$ cat src/rtl/b11_scrambler_gen.sv
// ---------------------------------------------------------------------------
// b11_scrambler_gen
//
// Parametrised b11 string-scrambler datapath. A W-bit symbol is captured on
// the first clock edge that sees stbi low while the block is waiting. The
// symbol is classified, folded with a persistent transaction counter through
// modular add/subtract reduction and a 4-way offset table, and the magnitude
// of the signed result is presented on x_out with a one-cycle out_valid pulse.
//
// Parameters: W is the symbol width (at least 4). The modulus parameter also
// serves as the acceptance bound, so symbols above it are rejected. LIMIT is
// the counter value at which a trivial symbol wraps cont back to 0. K0..K3 are
// the offsets applied in OFS, selected by r_in[3:2]
// (00: -K0, 01: -K1, 10: +K2, 11: +K3).
//
// Ports
//   clock      rising-edge clock
//   reset      synchronous, active-low reset
//   x_in       input symbol
//   stbi       active-low strobe, only looked at while waiting
//   x_out      result magnitude, holds between results
//   out_valid  one-cycle pulse coincident with an x_out update
//   reject     one-cycle pulse when the captured symbol exceeds the modulus
//   busy       high in every state except IDLE and WAIT
// ---------------------------------------------------------------------------
module b11_scrambler_gen #(
  parameter int W     = 6,
  parameter int MOD   = 26,
  parameter int LIMIT = 25,
  parameter int K0    = 21,
  parameter int K1    = 42,
  parameter int K2    = 7,
  parameter int K3    = 28
) (
  input  logic         clock,
  input  logic         reset,
  input  logic [W-1:0] x_in,
  input  logic         stbi,
  output logic [W-1:0] x_out,
  output logic         out_valid,
  output logic         reject,
  output logic         busy
);

  // Accumulator width: three guard bits above the symbol width so that the
  // doubled counter plus a symbol, and the offset subtraction, never wrap.
  localparam int AW = W + 3;

  localparam logic [W-1:0]         MOD_W   = W'(MOD);
  localparam logic [W-1:0]         LIMIT_W = W'(LIMIT);
  localparam logic signed [AW-1:0] MOD_A   = AW'(MOD);
  localparam logic signed [AW-1:0] TOP_A   = AW'((1 << W) - 1);
  localparam logic signed [AW-1:0] K0_A    = AW'(K0);
  localparam logic signed [AW-1:0] K1_A    = AW'(K1);
  localparam logic signed [AW-1:0] K2_A    = AW'(K2);
  localparam logic signed [AW-1:0] K3_A    = AW'(K3);

  typedef enum logic [3:0] {
    S_IDLE,
    S_WAIT,
    S_CLASS,
    S_SEED,
    S_MIX,
    S_UP,
    S_DN,
    S_OFS,
    S_EMIT
  } state_t;

  state_t state;
  state_t state_next;

  logic [W-1:0]         r_in;
  logic [W-1:0]         r_in_next;
  logic [W-1:0]         cont;
  logic [W-1:0]         cont_next;
  logic signed [AW-1:0] acc;
  logic signed [AW-1:0] acc_next;
  logic [W-1:0]         x_out_next;
  logic                 out_valid_next;
  logic                 reject_next;

  logic                 trivial;
  logic signed [AW-1:0] r_in_ext;
  logic signed [AW-1:0] seed_val;
  logic signed [AW-1:0] mag;

  // Shared operand preparation. Symbols and the counter are zero-extended
  // into the accumulator width; the seed is either cont or 2*cont depending
  // on the symbol's LSB. mag is |acc|, truncated to W bits on output.
  always_comb begin
    trivial  = (r_in == '0) || (r_in == '1);
    r_in_ext = {{(AW - W){1'b0}}, r_in};
    if (r_in[0]) begin
      seed_val = {{(AW - W - 1){1'b0}}, cont, 1'b0};
    end else begin
      seed_val = {{(AW - W){1'b0}}, cont};
    end
    if (acc[AW-1]) begin
      mag = -acc;
    end else begin
      mag = acc;
    end
  end

  // Next-state and next-register logic. Status pulses default low so they
  // only ever last one cycle.
  always_comb begin
    state_next     = state;
    r_in_next      = r_in;
    cont_next      = cont;
    acc_next       = acc;
    x_out_next     = x_out;
    out_valid_next = 1'b0;
    reject_next    = 1'b0;

    case (state)
      S_IDLE: begin
        x_out_next = '0;
        state_next = S_WAIT;
      end

      // r_in tracks x_in continuously so the captured symbol is exactly the
      // one present on the strobe edge.
      S_WAIT: begin
        r_in_next = x_in;
        if (!stbi) begin
          state_next = S_CLASS;
        end
      end

      // Trivial symbols bypass the mixer and only advance the counter.
      // Oversize symbols are dropped without touching acc, cont or x_out.
      S_CLASS: begin
        if (trivial) begin
          if (cont < LIMIT_W) begin
            cont_next = cont + 1'b1;
          end else begin
            cont_next = '0;
          end
          acc_next   = r_in_ext;
          state_next = S_EMIT;
        end else if (r_in <= MOD_W) begin
          state_next = S_SEED;
        end else begin
          reject_next = 1'b1;
          state_next  = S_WAIT;
        end
      end

      S_SEED: begin
        acc_next   = seed_val;
        state_next = S_MIX;
      end

      S_MIX: begin
        if (r_in[1]) begin
          acc_next   = r_in_ext + acc;
          state_next = S_UP;
        end else begin
          acc_next   = r_in_ext - acc;
          state_next = S_DN;
        end
      end

      // Iterative reduction, one modulus step per cycle.
      S_UP: begin
        if (acc > MOD_A) begin
          acc_next = acc - MOD_A;
        end else begin
          state_next = S_OFS;
        end
      end

      S_DN: begin
        if (acc > TOP_A) begin
          acc_next = acc + MOD_A;
        end else begin
          state_next = S_OFS;
        end
      end

      S_OFS: begin
        case (r_in[3:2])
          2'b00:   acc_next = acc - K0_A;
          2'b01:   acc_next = acc - K1_A;
          2'b10:   acc_next = acc + K2_A;
          default: acc_next = acc + K3_A;
        endcase
        state_next = S_EMIT;
      end

      S_EMIT: begin
        x_out_next     = W'(mag);
        out_valid_next = 1'b1;
        state_next     = S_WAIT;
      end

      default: begin
        state_next = S_IDLE;
      end
    endcase
  end

  // State and datapath registers. Reset is synchronous and overrides any
  // state, including an in-progress reduction loop.
  always_ff @(posedge clock) begin
    if (!reset) begin
      state     <= S_IDLE;
      r_in      <= '0;
      cont      <= '0;
      acc       <= '0;
      x_out     <= '0;
      out_valid <= 1'b0;
      reject    <= 1'b0;
    end else begin
      state     <= state_next;
      r_in      <= r_in_next;
      cont      <= cont_next;
      acc       <= acc_next;
      x_out     <= x_out_next;
      out_valid <= out_valid_next;
      reject    <= reject_next;
    end
  end

  // Inputs are only listened to in IDLE/WAIT; everything else is busy.
  always_comb begin
    busy = (state != S_IDLE) && (state != S_WAIT);
  end

endmodule

$ cat config.mk
export PLATFORM = sky130hd
export DESIGN_NAME = b11_scrambler_gen
export DESIGN_NICKNAME = d
export VERILOG_FILES = /design/src/rtl/b11_scrambler_gen.sv
export SDC_FILE = /design/constraint.sdc
export NUM_CORES = 1
export LEC_CHECK = 0
export BUFFER_PORTS_ARGS = -buffer_cell sky130_fd_sc_hd__buf_2
export CAP_MARGIN = 30
export CELL_PAD_IN_SITES_DETAIL_PLACEMENT = 1
export CELL_PAD_IN_SITES_GLOBAL_PLACEMENT = 1
export CORE_AREA = 2 2 89 91
export DETAILED_ROUTE_END_ITERATION = 16
export DIE_AREA = 0 0 91 93
export GPL_TIMING_DRIVEN = 0
export PLACE_DENSITY_LB_ADDON = 0.08
export SYNTH_ARGS = -nofsm -noshare
export SYNTH_HDL_FRONTEND = slang
export SYNTH_SLANG_ARGS = --single-unit
$ cat constraint.sdc
create_clock -name clock -period 4.1 [get_ports clock]
set_input_delay 0.205 -clock clock [delete_from_list [all_inputs] [get_ports clock]]
set_output_delay 0.205 -clock clock [all_outputs]
set_load 0.005 [all_outputs]
==> run_results.csv <==
group,metric,value,unit
status,status,"completed",
floorplanning,dieArea,8460,µm²
sta,worst_pin_slew,0.823,ns
synth,ys_seq_area_frac,0.196,
synth,synth_nets,495,
sta,fin_skew,0.00961,ns
synth,synth-seq-cells,33,
global_routing,grt_max_degree,11,
cells_and_area,antenna_cells,0,
floorplanning,die_x,91,µm
synth,yosysWarnings,0,
synth,ys_types,67,
cts,ctsRootBufferMaster,"clkbuf_8",
global_routing,grt_pass1_wl,19900,µm
setup_path,crit_fanout,10,
pwr,p_total,2590,µW
synth,synthTopCellsByArea,"dfxtp_1 20%, ha_1 10%, xnor2_1 8.0%",
synth,synth_top_area_share,0.196,
sta,rsz0062_at_grt,"false",
sta,fin_tns_setup,0,ns
sta,drv_slew,0,
global_routing,grt.total_usage,0.300,
route,routed_via_density,6.26,
cts,cts_buffers,5,
sta,whs,0.149,ns
min_path,min_path_type,"input pin to flop",
synth,synthTopCellsByCount,"55 x nor2_1, 43 x nand2_1, 41 x a21oi_1, 33 x dfxtp_1, 31 x xnor2_1",
sta,timing.final.ws_setup,0.141,ns
sta,hold_viol_final,0,
sta,maxSlewHeadroom,0.447,
synth,synth_edf_count,0,
route,routed_wl,12400,µm
cts,cts_tree,"yes",
synth,syn_area_per_cell,7.37,µm²
floorplanning,die_h,93,µm
floorplanning,io_pins,18,
route,wl_per_cell,21.1,µm
synth,syn_inst,458,
cts,cts_setup_buffers,0,
route,first_pass_iters,5,
floorplanning,row_count,32,
global_routing,grt.overflow.total,0,
cts,clkLatencyLatePin,0.30,ns
cells_and_area,fillers,1024,
cts,max-clock-path-buffers,2,
cts,postCtsHoldBufs,0,
pwr,p_leak,0.00145,µW
synth,async_flop_share,0,
synth,synth.largest_area_cell,"dfxtp_1",
setup_path,crit_type,"flop to flop",
placement,io_buffers,17,
setup_path,crit_path_end_kind,"flop",
cts,clk_pin_slew_worst_paths,0.08,ns
route,drtIter0Drc,250,
synth,yosysMostFrequentCell,"nor2_1",
pwr,irDropWorstVdd,0.322,mV
setup_path,crit_required,4.28,ns
sta,period_needed,3.96,ns
cells_and_area,multi_input_area,2520,µm²
placement,place_hpwl,9530,µm
sta,finalSetupViolCount,0,
cells_and_area,areaGrowthSynthToFinish,10.1,%
route,drt.antenna.violating_nets,0,
route,drc,0,
sta,fmax,0.253,GHz
placement,place_congestion,0.948,
placement,dp_slack,0.201,ns
setup_path,reg2reg_depth,14,
floorplanning,core_region_area,7530,µm²
global_routing,antenna_found_initial,0,
cts,htree_levels,2,
pwr,powerDensity,696,nW/µm²
min_path,hold_depth,3,
cells_and_area,regArea,661,µm²
synth,synth-main-ff-cell,"dfxtp_1",
global_routing,grt_pass1_vias,3751,
cells_and_area,drive_gt1_frac,0.105,
synth,syn_area,3380,µm²
cts,cts_sinks,33,
sta,period_share,0.966,
setup_path,cp_data_arrival_time,4.14,ns
flow_run,max_cap_violations,0,
cells_and_area,finalNetCount,520,
setup_path,cp-start-kind,"flop",
floorplanning,initial_utilization,0.448,
cts,cts_resized,0,
route,vias,3668,
kinds of logic after synthesis:
group	count (synthesis)	share of synthesized area
XOR/XNOR	38	0.0986
adder cells (fa/ha/maj)	28	0.104
flip-flops	33	0.196
AO/OA/AOI/OAI	140	0.277
AND/OR/NAND/NOR	159	0.226
multiplexers	13	0.0397
buffers and inverters	47	0.0586
layout make-up:
cell class / instances / area share
Tap cell: 102 / 0.0343
Clock buffer: 7 / 0.0232
Timing Repair Buffer: 18 / 0.0242
Clock inverter: 1 / 0.00808
Inverter: 21 / 0.0212
Sequential cell: 33 / 0.178
Buffer: 26 / 0.0323
Multi-Input combinational cell: 378 / 0.679
critical path, cell delays in order, from the launching register on:
cell and delay (ns):
dfxtp_1 0.49, clkbuf_1 0.46, inv_1 0.25, ha_1 0.24
buf_2 0.20, nor2_1 0.14, xnor2_1 0.15, ha_1 0.31
o21ai_0 0.23, nor2_1 0.11, o21ai_0 0.46, xnor2_1 0.14
a221o_1 0.31, o31ai_1 0.25, o21ai_0 0.12
power breakdown:
group / total (µW) / internal (µW) / switching [µW]
Clock: 329 / 198 / 131
Sequential: 450 / 379 / 71.5
Combinational: 1810 / 680 / 1130
cell usage in the layout, fill, tap and decap left out, types with 3 or more instances in the layout:
cell type  instances
mux2i_1           10
buf_1              5
nor2b_1            6
or3_1              3
a221oi_1           4
o22ai_1            6
nor2_1            55
ha_1              28
a21oi_1           41
o31ai_1            4
xnor2_1           31
clkbuf_8           6
inv_1             18
a21o_1             4
a211oi_1           9
nand2b_1           5
mux2_2             3
dfxtp_1           33
o311a_1            3
nor3_1            15
buf_2             26
xor2_1             7
o211ai_1           5
a2111oi_0          3
nand2_1           43
clkbuf_1          11
nand3_1           13
a31oi_1            4
o21ai_0           27
registers in the layout (all words and copies together) (netlist names):
name	flops
acc	9
state	4
reject	1
x_out	6
out_valid	1
r_in	6
cont	6
layer usage:
layer  vias to the layer above  share of wire  wire length [µm]  GRT usage
li1                       1715              -                 -          -
met1                      1745           0.42              5250      0.376
met2                       167           0.47              5750      0.505
met3                        41          0.068               846     0.0500
met4                         0          0.042               518      0.140
met5                         -              0                 0          0
stage by stage:
step | area, µm² | std cells | util
2_1_floorplan | 3380 | 458 | -
3_3_place_gp | 3590 | 577 | 0.477
3_5_place_dp | 3590 | 578 | 0.477
4_1_cts | 3710 | 586 | 0.493
5_1_grt | 3720 | 586 | 0.494
6_report | 3720 | 586 | 0.494
worst paths after layout:
check        startpoint  endpoint  slack [ns]
max              acc[1]    acc[6]        0.14
min reg2reg    x_out[1]  x_out[1]        0.45
max reg2reg      acc[1]    acc[6]        0.14
min             x_in[3]   r_in[3]        0.15
(Power assumes the default switching activity.)
